### config.mk
export PLATFORM = sky130hd
export DESIGN_NAME = cpu_clk_ctrl
export DESIGN_NICKNAME = d
export VERILOG_FILES = /design/src/rtl/cpu_clk_ctrl.sv
export SDC_FILE = /design/constraint.sdc
export NUM_CORES = 1
export LEC_CHECK = 0
export CAP_MARGIN = 25
export CORE_MARGIN = 2
export CORE_UTILIZATION = 30
export DETAILED_ROUTE_END_ITERATION = 8
export GPL_TIMING_DRIVEN = 0
export HOLD_SLACK_MARGIN = 0.15
export PLACE_DENSITY = 0.58
export SLEW_MARGIN = 20
export SYNTH_ARGS = -nofsm -noshare
export SYNTH_HDL_FRONTEND = slang
export SYNTH_SLANG_ARGS = --single-unit
### constraint.sdc
create_clock -name clk -period 3.6 [get_ports clk]
set_input_delay 1.08 -clock clk [delete_from_list [all_inputs] [get_ports clk]]
set_output_delay 1.08 -clock clk [all_outputs]
set_load 0.01 [all_outputs]
### src/rtl/cpu_clk_ctrl.sv
// CPU clock-enable controller: free-run, debounced single-step, optional PC breakpoint.
// Optional feature: `define BREAKPOINT_EN enables breakpoint halt (HALT state, halted output).
module cpu_clk_ctrl #(
  parameter int unsigned DIVISOR         = 50_000_000,
  parameter int unsigned DEBOUNCE_CYCLES = 500_000,
  parameter int unsigned ADDR_WIDTH      = 6,
  parameter int unsigned CNT_WIDTH       = 16
) (
  input  logic                  clk,
  input  logic                  rst_n,
  input  logic                  run_sw,
  input  logic                  step_btn,
  input  logic [1:0]            div_sel,
  input  logic [ADDR_WIDTH-1:0] pc,
  input  logic [ADDR_WIDTH-1:0] bp_addr,
  input  logic                  bp_valid,
  output logic                  clk_en,
  output logic [1:0]            state,
  output logic                  halted,
  output logic [CNT_WIDTH-1:0]  cycle_cnt
);

  localparam int DW = $clog2(DIVISOR) + 1;
  localparam int BW = (DEBOUNCE_CYCLES > 1) ?
                      $clog2(DEBOUNCE_CYCLES) : 1;

  localparam logic [DW-1:0] DIV_BASE = DW'(DIVISOR);
  localparam logic [BW-1:0] DB_LAST  = BW'(DEBOUNCE_CYCLES - 1);

  localparam logic [1:0] S_RUN  = 2'd0;
  localparam logic [1:0] S_STEP = 2'd1;
  localparam logic [1:0] S_FIRE = 2'd2;
  localparam logic [1:0] S_HALT = 2'd3;

  logic run_meta_q, run_meta_d;
  logic run_s_q, run_s_d;
  logic step_meta_q, step_meta_d;
  logic step_s_q, step_s_d;

  logic          dbn_level_q, dbn_level_d;
  logic [BW-1:0] dbn_cnt_q, dbn_cnt_d;
  logic          step_evt_q, step_evt_d;

  logic [DW-1:0] div_q, div_d;
  logic [DW-1:0] per;
  logic          tick;
  logic          bp_hit;

  logic [1:0]           state_q, state_d;
  logic                 clk_en_q, clk_en_d;
  logic [CNT_WIDTH-1:0] cycle_cnt_q, cycle_cnt_d;

  always_comb begin
    run_meta_d  = run_sw;
    run_s_d     = run_meta_q;
    step_meta_d = step_btn;
    step_s_d    = step_meta_q;
  end

  // Level flips only after DEBOUNCE_CYCLES consecutive disagreeing samples
  always_comb begin
    dbn_level_d = dbn_level_q;
    dbn_cnt_d   = '0;
    if (step_s_q != dbn_level_q) begin
      if (dbn_cnt_q == DB_LAST) begin
        dbn_level_d = step_s_q;
      end else begin
        dbn_cnt_d = dbn_cnt_q + BW'(1);
      end
    end
    step_evt_d = dbn_level_d & ~dbn_level_q;
  end

  always_comb begin
    per  = DIV_BASE >> {div_sel, 1'b0};
    tick = (per <= DW'(1)) ||
           (div_q >= (per - DW'(1)));
  end

`ifdef BREAKPOINT_EN
  always_comb begin
    bp_hit = bp_valid && (pc == bp_addr);
  end
`else
  logic unused_bp;
  always_comb begin
    unused_bp = ^{pc, bp_addr, bp_valid};
    bp_hit    = 1'b0;
  end
`endif

  always_comb begin
    state_d  = state_q;
    clk_en_d = 1'b0;
    div_d    = '0;
    unique case (1'b1)
      (state_q == S_RUN): begin
        if (!run_s_q) begin
          state_d = S_STEP;
        end else if (tick && bp_hit) begin
          state_d = S_HALT;
        end else if (tick) begin
          clk_en_d = 1'b1;
        end else begin
          div_d = div_q + DW'(1);
        end
      end
      (state_q == S_STEP): begin
        if (step_evt_q) begin
          state_d = S_FIRE;
        end else if (run_s_q) begin
          state_d = S_RUN;
        end
      end
      (state_q == S_FIRE): begin
        clk_en_d = 1'b1;
        state_d  = run_s_q ? S_RUN : S_STEP;
      end
      (state_q == S_HALT): begin
`ifdef BREAKPOINT_EN
        if (step_evt_q) begin
          state_d = S_FIRE;
        end
`else
        state_d = S_STEP;
`endif
      end
      default: begin
        state_d = S_STEP;
      end
    endcase
    cycle_cnt_d = cycle_cnt_q + CNT_WIDTH'(clk_en_d);
  end

  always_ff @(posedge clk or negedge rst_n) begin
    if (!rst_n) begin
      run_meta_q  <= 1'b0;
      run_s_q     <= 1'b0;
      step_meta_q <= 1'b0;
      step_s_q    <= 1'b0;
      dbn_level_q <= 1'b0;
      dbn_cnt_q   <= '0;
      step_evt_q  <= 1'b0;
      div_q       <= '0;
      state_q     <= S_STEP;
      clk_en_q    <= 1'b0;
      cycle_cnt_q <= '0;
    end else begin
      run_meta_q  <= run_meta_d;
      run_s_q     <= run_s_d;
      step_meta_q <= step_meta_d;
      step_s_q    <= step_s_d;
      dbn_level_q <= dbn_level_d;
      dbn_cnt_q   <= dbn_cnt_d;
      step_evt_q  <= step_evt_d;
      div_q       <= div_d;
      state_q     <= state_d;
      clk_en_q    <= clk_en_d;
      cycle_cnt_q <= cycle_cnt_d;
    end
  end

  assign clk_en    = clk_en_q;
  assign state     = state_q;
  assign cycle_cnt = cycle_cnt_q;

`ifdef BREAKPOINT_EN
  assign halted = (state_q == S_HALT);
`else
  assign halted = 1'b0;
`endif

endmodule

-- Word-level counts from Yosys, hierarchy flattened
Cells that the tools add are included.
- bits in registers: 71
- bits of input ports: 19
- word-level logic and storage cells: 44
- latch bits: 0
- memory bits (writable): 0
- output and inout bits: 20
- bits in read-only memories: 0
- memories: 0
- bitwise gates (word level): 2
- muxes and demuxes: 15
- $lt $le $gt $ge: 2
- div/mod/pow operators: 0
- add/sub/neg operators: 4
- shifts and indexed selects: 1
- eq/ne operators: 6
- reduce and logical (&&, ||, !) cells: 3
- multipliers: 0
- operator list (cell ; count):
    27-bit two-way mux ; 3
    19-bit two-way mux ; 2
    27-bit by 1-bit adder with 27-bit output, second input constant ; 1
    27-bit >= comparator ; 1
    27-bit by 1-bit less-or-equal comparator with 1-bit output, second input constant ; 1
    26-bit by 3-bit >> shifter with 27-bit output, first input constant ; 1
    27-bit by 1-bit subtractor with 27-bit output, second input constant ; 1
    19-bit by 1-bit adder with 19-bit output, second input constant ; 1
    19-bit equality test, second input constant ; 1
    16-bit by 1-bit adder with 16-bit output ; 1
    2-bit two-way mux ; 3
    2-bit case mux with 3 select lines ; 1
    1-bit two-way mux ; 5
    3-bit != test, second input constant ; 1
    2-bit by 1-bit equality test with 1-bit output, second input constant ; 1
    2-bit equality test, second input constant ; 1
    2-bit logical NOT ; 1
    2-bit != test, second input constant ; 1
    1-bit case mux with 2 select lines ; 1
    2-bit AND reduction ; 1
    1-bit bitwise AND ; 1
    1-bit logical OR ; 1
    1-bit != test ; 1
    1-bit NOT ; 1

-- Depth between registers and ports, before layout
Gate-level depths: netlist (run 1).
- word-level depth: 8
- depth in mapped cells: 14

-- Worst setup path after synthesis (run 1)
No wires, ideal clock.
- path type: input port to flip-flop
- start: in div_sel[1]
- end: reg cycle_cnt_q[14] (netlist: cycle_cnt[14])
- required time: 3.475 ns
- setup slack: -0.356 ns
- library setup time: 0.125 ns
- buffers on the path: 0
- stages: 14
- data arrival time: 3.831 ns
- cell sequence: inv_1 > ha_1 > inv_1 > ha_1 > nand4_1 > a2111oi_2 > a2111oi_2 > o311ai_4 > a31o_1 > ha_1 > ha_1 > and3_1 > nand4_1 > xnor2_1
- longest elaborated chain between the ends: 8
- elaborated cells between the ends (all ways): 9
- those cells by class: add/sub: 2; order compare: 2; shift: 1; mux: 3; reduce/logical: 1
- ends and longest elaborated chain (item ; line ; RTL):
    start, declared ; 13 ; input logic [1:0] div_sel,
    26-bit by 3-bit >> shifter with 27-bit output * ; 75 ; per = DIV_BASE >> {div_sel, 1'b0};
    27-bit by 1-bit subtractor with 27-bit output ; 77 ; (div_q >= (per - DW'(1)));
    27-bit >= comparator ; 77 ;
    1-bit logical OR * ; 76 ; tick = (per <= DW'(1)) ||
    1-bit two-way mux * ; 102 ; end else if (tick) begin
    1-bit two-way mux * ; 98 ; if (!run_s_q) begin
    1-bit case mux with 2 select lines * ; 96 ; unique case (1'b1)
    named net clk_en_d ; 50 ; logic clk_en_q, clk_en_d;
    16-bit by 1-bit adder with 16-bit output * ; 132 ; cycle_cnt_d = cycle_cnt_q + CNT_WIDTH'(clk_en_d);
    named net cycle_cnt_d[14] ; 51 ; logic [CNT_WIDTH-1:0] cycle_cnt_q, cycle_cnt_d;
    end signal, assigned ; 159 ; cycle_cnt_q <= cycle_cnt_d;
    end, declared ; 51 ;
The timed path passes the listed nets; every way through them passes the cells marked *.
A chain may end at the register's enable or synchronous reset.

-- Worst setup path after layout (run 1)
- start: in div_sel[0]
- end: reg cycle_cnt_q[14] (netlist: cycle_cnt[14])
Same word-level chain as after synthesis.

==> impl_metrics.env, run 1 <==
export IMPL_initial_core_util=0.310
export IMPL_vias=2841
export IMPL_cts_made_buffers=9
export IMPL_status="complete, no violations"
export IMPL_cts_root_buf="clkbuf_16"
export IMPL_clk_latency_ns=0.34
export IMPL_hold_viol_final=0
export IMPL_grt_pass1_vias=2854
export IMPL_crit_path_start="div_sel[0]"
export IMPL_cts_sinks=71
export IMPL_fp_coreArea_um2=12700
export IMPL_synth_edf_count=0
export IMPL_ir_worst_vdd_mv=0.240
export IMPL_cap_violations=0
export IMPL_avgViaCountPerCell=4.77
export IMPL_cp_start_kind="input port"
export IMPL_yosys_warnings=0
export IMPL_cp_arrival_ns=3.80
export IMPL_grt_usage=0.121
export IMPL_slew_viol_final=0
export IMPL_fillerInstances=1304
export IMPL_area_delta_synth_final_pct=25.8
export IMPL_cts_buffer_depth=2
export IMPL_insertedDiodeCount=0
export IMPL_tightest_slew_ns=0.690
export IMPL_slew_headroom=0.537
export IMPL_stdcell_count=596
export IMPL_htree_levels=3
export IMPL_final_antenna_net_count=0
export IMPL_worst_setup_path_end_kind="flip-flop"
export IMPL_portBuffers=24
export IMPL_fp_dieArea_um2=14100
export IMPL_clk_pin_slew_ns=0.06
export IMPL_r2r_start="div_q[8]$_DFF_PN0_"
export IMPL_worstPathMaxFanout=4
export IMPL_antenna_found_initial=0
export IMPL_crit_type="input port to flip-flop"
export IMPL_r2r_setup_slack_ns=0.77
export IMPL_avgSynthCellArea_um2=10.7
export IMPL_drt_iter0_markers=79
export IMPL_drc_errors=0
export IMPL_clock_fmax_mhz=279
export IMPL_period_share=0.995
export IMPL_grt_overflow_total=0
export IMPL_netlist_instances=369
export IMPL_worstPathRequired_ns=3.82
export IMPL_leakagePower_nw=2.15
export IMPL_reg2reg_depth=11
export IMPL_dp_hpwl_um=5550
export IMPL_grt_max_degree=44
export IMPL_r2r_end="cycle_cnt[14]$_DFF_PN0_"
export IMPL_avgRoutedWirePerCell_um=13.3
export IMPL_io_pins=39
export IMPL_setup_viol_count_final=0
export IMPL_layout_drive_gt1_share=0.203
export IMPL_nets=471
export IMPL_min_path_type="flip-flop to flip-flop"
export IMPL_dieHeight_um=119
export IMPL_power_density_nw_per_um2=370
export IMPL_grt_pass1_wl_um=13800
export IMPL_dpl_cell_area_um2=4490
export IMPL_syn_cell_area_um2=3940
export IMPL_wirelength_um=7930
export IMPL_yosysUniqueCellTypes=41
export IMPL_place_gp_congestion=0.768
export IMPL_crit_end="cycle_cnt[14]$_DFF_PN0_"
export IMPL_numPlacedInstances=568
export IMPL_ys_seq_elements=71
export IMPL_row_count=41
export IMPL_drt_pass1_iter_count=4
export IMPL_grt_setup_unrepaired="true"
export IMPL_final_area_um2=4960
export IMPL_clock_skew_ns=0.00587
export IMPL_power_mw=1.83
export IMPL_ys_async_sr_fraction=1.00
export IMPL_period_minus_slack_ns=3.58
export IMPL_cts_tree="built"
export IMPL_die_x_um=119
export IMPL_ys_flop_type="dfrtp_1"
export IMPL_ys_seq_area_frac=0.451
[cells in the final DEF, fill, tap and decap left out, types with 2 or more instances in the layout]
| master | count |
|---|---|
| buf_4 | 13 |
| nor2_1 | 27 |
| xor2_1 | 36 |
| inv_1 | 10 |
| nand2_1 | 22 |
| nor3_2 | 23 |
| o21bai_1 | 2 |
| buf_6 | 4 |
| nor2_2 | 2 |
| xnor2_1 | 21 |
| clkbuf_16 | 9 |
| dfrtp_1 | 70 |
| clkdlybuf4s50_1 | 21 |
| nand4_1 | 17 |
| a2111oi_4 | 2 |
| clkbuf_1 | 5 |
| nor4_2 | 2 |
| buf_12 | 2 |
| ha_4 | 7 |
| a21oi_1 | 5 |
| nand3_1 | 25 |
| conb_1 | 4 |
| and2_1 | 4 |
| and3_1 | 10 |
| nand2_2 | 3 |
| buf_2 | 2 |
| a211oi_1 | 2 |
| and4_1 | 4 |
| o21ai_0 | 5 |
| nor3_1 | 11 |
| clkinv_2 | 2 |
| ha_1 | 25 |
| clkinvlp_4 | 3 |
[Yosys cell counts, types with 2 or more instances]
cell | n | area [um^2]
o21ai_0 | 6 | 30.0
buf_6 | 3 | 33.8
ha_1 | 33 | 413
inv_1 | 12 | 45.0
nand2_1 | 24 | 90.1
a2111oi_2 | 2 | 30.0
o21bai_1 | 2 | 15.0
nor2_1 | 30 | 113
nor3_1 | 12 | 60.1
nand3_1 | 26 | 130
clkbuf_1 | 3 | 11.3
nor4_2 | 2 | 25.0
nor3_2 | 23 | 230
and3_1 | 11 | 68.8
and4_1 | 4 | 35.0
dfrtp_1 | 70 | 1750
xnor2_1 | 21 | 184
a211oi_1 | 2 | 15.0
and2_1 | 4 | 25.0
conb_1 | 2 | 7.51
xor2_1 | 36 | 315
a21oi_1 | 6 | 30.0
nand4_1 | 17 | 106
[cell type report]
class                           instances  area (um^2)  area share
Inverter                               12         51.3      0.0103
Clock inverter                          5         33.8     0.00681
Clock buffer                           11          233      0.0469
Sequential cell                        71         1780       0.358
Timing Repair Buffer                   37          357      0.0719
Buffer                                  9         61.3      0.0124
Tap cell                              172          215      0.0434
Multi-Input combinational cell        279         2230       0.450
[how the worst min path moves through the flow]
stage	from	end	slack, ns	depth (start not counted)
floorplan	run_meta_q$_DFF_PN0_	run_s_q$_DFF_PN0_	0.33	0
global placement	step_meta_q$_DFF_PN0_	step_s_q$_DFF_PN0_	0.34	0
detailed placement	step_meta_q$_DFF_PN0_	step_s_q$_DFF_PN0_	0.35	0
CTS	step_meta_q$_DFF_PN0_	step_s_q$_DFF_PN0_	0.36	0
global route	step_meta_q$_DFF_PN0_	step_s_q$_DFF_PN0_	0.38	0
finish	step_meta_q$_DFF_PN0_	step_s_q$_DFF_PN0_	0.36	0
[registers in the layout (all words and copies together) (netlist names)]
signal / flops
step_meta_q: 1
step_s_q: 1
run_meta_q: 1
cycle_cnt: 16
state: 2
step_evt_q: 1
dbn_cnt_q: 19
div_q: 27
run_s_q: 1
dbn_level_q: 1
clk_en: 1
[worst max-delay path: stages]
cell and delay [ns]:
buf_2 0.13, inv_1 0.07, ha_4 0.29, inv_4 0.05, ha_4 0.25, nand4_1 0.13, a2111oi_4 0.38, a2111oi_4 0.08
o311ai_4 0.32, a31o_1 0.26, ha_4 0.17, ha_4 0.12, and3_4 0.21, nand4_1 0.11, xnor2_1 0.14
[through the flow]
stage	setup TNS [ns]	hold slack [ns]	util	setup WS, ns
5_1_grt	-0.279	0.377	0.390	-0.114
6_report	0	0.361	0.390	0.0172
3_5_place_dp	-43.81	0.347	0.353	-1.58
2_1_floorplan	-0.488	0.331	-	-0.137
3_3_place_gp	-114.94	0.336	0.351	-1.50
4_1_cts	-0.0239	0.363	0.382	-0.0239
[layer usage]
metal  global-route usage  share of wire
met2                0.196           0.48
met4               0.0335          0.013
met3               0.0362          0.026
met5                    0              0
met1                0.157           0.49
[what timing repair did]
item | in CTS | in global routing
pin swaps | 8 | 8
setup endpoints to repair | 44 | 11
gates resized for setup | 18 | 14
cloned | 0 | 0
hold buffers | 0 | 0
setup buffers | 10 | 3
[power breakdown]
group          internal, mW  total, mW  switching [mW]
clock                 0.466      0.809           0.343
sequential            0.818      0.834          0.0165
combinational        0.0703      0.190           0.120
total                  1.35       1.83           0.479
[logic make-up (layout without fill, tap and decap cells)]
kind of cell               Yosys count  in the layout  share of synthesized area
AOI/OAI and AO/OA                   26             26                     0.0508
xor gates and xnor gates            57             57                      0.127
adders and majority gates           33             33                      0.105
buffers and inverters               21             74                     0.0270
DFF                                 71             71                      0.451
muxes                                1              1                    0.00286
other                                2              4                    0.00190
and+or+nand+nor                    158            158                      0.235
No activity file was read; power rests on OpenSTA's default activity.
==> run 2, diff against run 1 <==
Settings changed: GPL_ROUTABILITY_DRIVEN from default to 1.
==> results of run 2 <==
The final DEF is identical to that of run 1; final timing and power are the same.
==> run 3, diff against run 2 <==
Settings changed: CORE_MARGIN 2 to 3.
==> impl_metrics.env, run 3 (synthesized netlist as in run 1, its figures left out) <==
export IMPL_status="complete, but fails checks"
export IMPL_violations="negative setup slack"
export IMPL_place_gp_congestion=0.768
export IMPL_tightest_slew_ns=0.702
export IMPL_dp_hpwl_um=5690
export IMPL_min_path_type="flip-flop to flip-flop"
export IMPL_grt_max_degree=55
export IMPL_htree_levels=3
export IMPL_io_pins=39
export IMPL_ir_worst_vdd_mv=0.239
export IMPL_layout_common_cells="dfrtp_1 (70), xor2_1 (36), ha_1 (28)"
export IMPL_power_density_nw_per_um2=395
export IMPL_fp_coreArea_um2=12700
export IMPL_grt_setup_unrepaired="true"
export IMPL_avgRoutedWirePerCell_um=13.7
export IMPL_vias=2807
export IMPL_dieHeight_um=121
export IMPL_avgViaCountPerCell=4.73
export IMPL_antenna_found_initial=0
export IMPL_period_minus_slack_ns=3.63
export IMPL_nets=469
export IMPL_clock_fmax_mhz=276
export IMPL_grt_usage=0.122
export IMPL_final_area_um2=4970
export IMPL_slew_headroom=0.532
export IMPL_dpl_cell_area_um2=4500
export IMPL_cts_sinks=71
export IMPL_fin_util=0.391
export IMPL_drc_errors=0
export IMPL_final_antenna_net_count=0
export IMPL_clk_pin_slew_ns=0.06
export IMPL_area_delta_synth_final_pct=26.0
export IMPL_regMostFlops="div_q"
export IMPL_portBuffers=24
export IMPL_preCtsSetupSlack_ns=-1.64
export IMPL_grt_pass1_vias=2990
export IMPL_insertedDiodeCount=0
export IMPL_power_mw=1.96
export IMPL_clock_skew_ns=0.00570
export IMPL_worstPathRequired_ns=3.81
export IMPL_cp_start_kind="input port"
export IMPL_wirelength_um=8120
export IMPL_worst_setup_path_end_kind="flip-flop"
export IMPL_setup_viol_count_final=1
export IMPL_crit_type="input port to flip-flop"
export IMPL_clk_latency_ns=0.33
export IMPL_crit_path_top_delay_cell="a2111oi_4"
export IMPL_cts_tree="built"
export IMPL_initial_core_util=0.310
export IMPL_hold_viol_final=0
export IMPL_hold_buffers=0
export IMPL_row_count=41
export IMPL_period_share=1.01
export IMPL_cts_buffer_depth=2
export IMPL_cap_violations=0
export IMPL_die_x_um=121
export IMPL_drt_iter0_markers=95
export IMPL_fin_tns_setup_ns=-0.0255
export IMPL_path_cells="buf_12, buf_4, ha_1, ha_1, a21oi_1, a2111oi_4, a2111oi_4, o311ai_4, a31o_1, ha_4, ha_4, and3_4, nand4_1, xnor2_1"
export IMPL_cpPeakStageDelay_ns=0.41
export IMPL_grt_pass1_wl_um=14300
export IMPL_final_common_cell="dfrtp_1"
export IMPL_fp_dieArea_um2=14600
export IMPL_setup_ws_ns=-0.0255
export IMPL_slew_viol_final=0
export IMPL_cts_made_buffers=9
export IMPL_leakagePower_nw=2.17
export IMPL_worstPathMaxFanout=4
export IMPL_layout_drive_gt1_share=0.185
export IMPL_drt_pass1_iter_count=4
export IMPL_cts_root_buf="clkbuf_16"
export IMPL_largest_reg_flops=27
export IMPL_cp_arrival_ns=3.84
export IMPL_grt_overflow_total=0
## run 3: cell types whose count changed in the layout (fill, tap and decap cells not counted), sizes merged
cell | previous run | this run
buf | 22 | 20
bufinv | 0 | 2
clkinv | 2 | 1
clkinvlp | 3 | 2
## run 3: metal layers
metal | global-route usage | up-vias | share of wire
li1 | - | 1392 | -
met5 | 0 | - | 0
met1 | 0.161 | 1379 | 0.48
met3 | 0.0393 | 8 | 0.026
met4 | 0.0312 | 0 | 0.0075
met2 | 0.194 | 28 | 0.48
## run 3: worst max-delay path, delay by kind of cell
family / cells / cell delay (ns)
compound gates: 5 / 1.19
xor+xnor: 1 / 0.14
fa+ha+maj: 4 / 0.85
buf+inv: 2 / 0.25
simple gates: 2 / 0.32
## run 3: final cells by class
type,instances,area (um^2)
Buffer,9,61.3
Clock buffer,11,233
Clock inverter,5,81.3
Fill cell,1300,7750
Inverter,12,51.3
Multi-Input combinational cell,279,2200
Sequential cell,71,1780
Tap cell,172,215
Timing Repair Buffer,35,352
## run 3: what timing repair did
action / in CTS / in global routing
gates resized for setup: 19 / 9
setup endpoints to repair: 44 / 11
buffers inserted: 9 / 1
pin swaps: 8 / 7
## run 3: stage by stage
| step | std cells | hold WS (ns) |
|---|---|---|
| global placement | 567 | 0.337 |
| global route | 594 | 0.352 |
| CTS | 593 | 0.351 |
| floorplan | 371 | 0.331 |
| detailed placement | 568 | 0.338 |
| finish | 594 | 0.349 |
## run 3: report_power, final
group / switching [mW] / internal [mW]
clock network: 0.334 / 0.608
registers: 0.0171 / 0.818
logic: 0.118 / 0.0673
total: 0.470 / 1.49
## run 3: final timing paths
kind                                            start                       to  slack [ns]  depth (start not counted)
worst max-delay path                       div_sel[1]  cycle_cnt[14]$_DFF_PN0_       -0.03                         14
worst min-delay path            step_meta_q$_DFF_PN0_       step_s_q$_DFF_PN0_        0.35                          0
worst max register to register     div_q[8]$_DFF_PN0_  cycle_cnt[14]$_DFF_PN0_        0.73                         11
worst min register to register  step_meta_q$_DFF_PN0_       step_s_q$_DFF_PN0_        0.35                          0
max in group asynchronous                       rst_n     state[0]$_DFFE_PN1P_        2.38                          2
min in group asynchronous                       rst_n      div_q[13]$_DFF_PN0_        0.63                          1
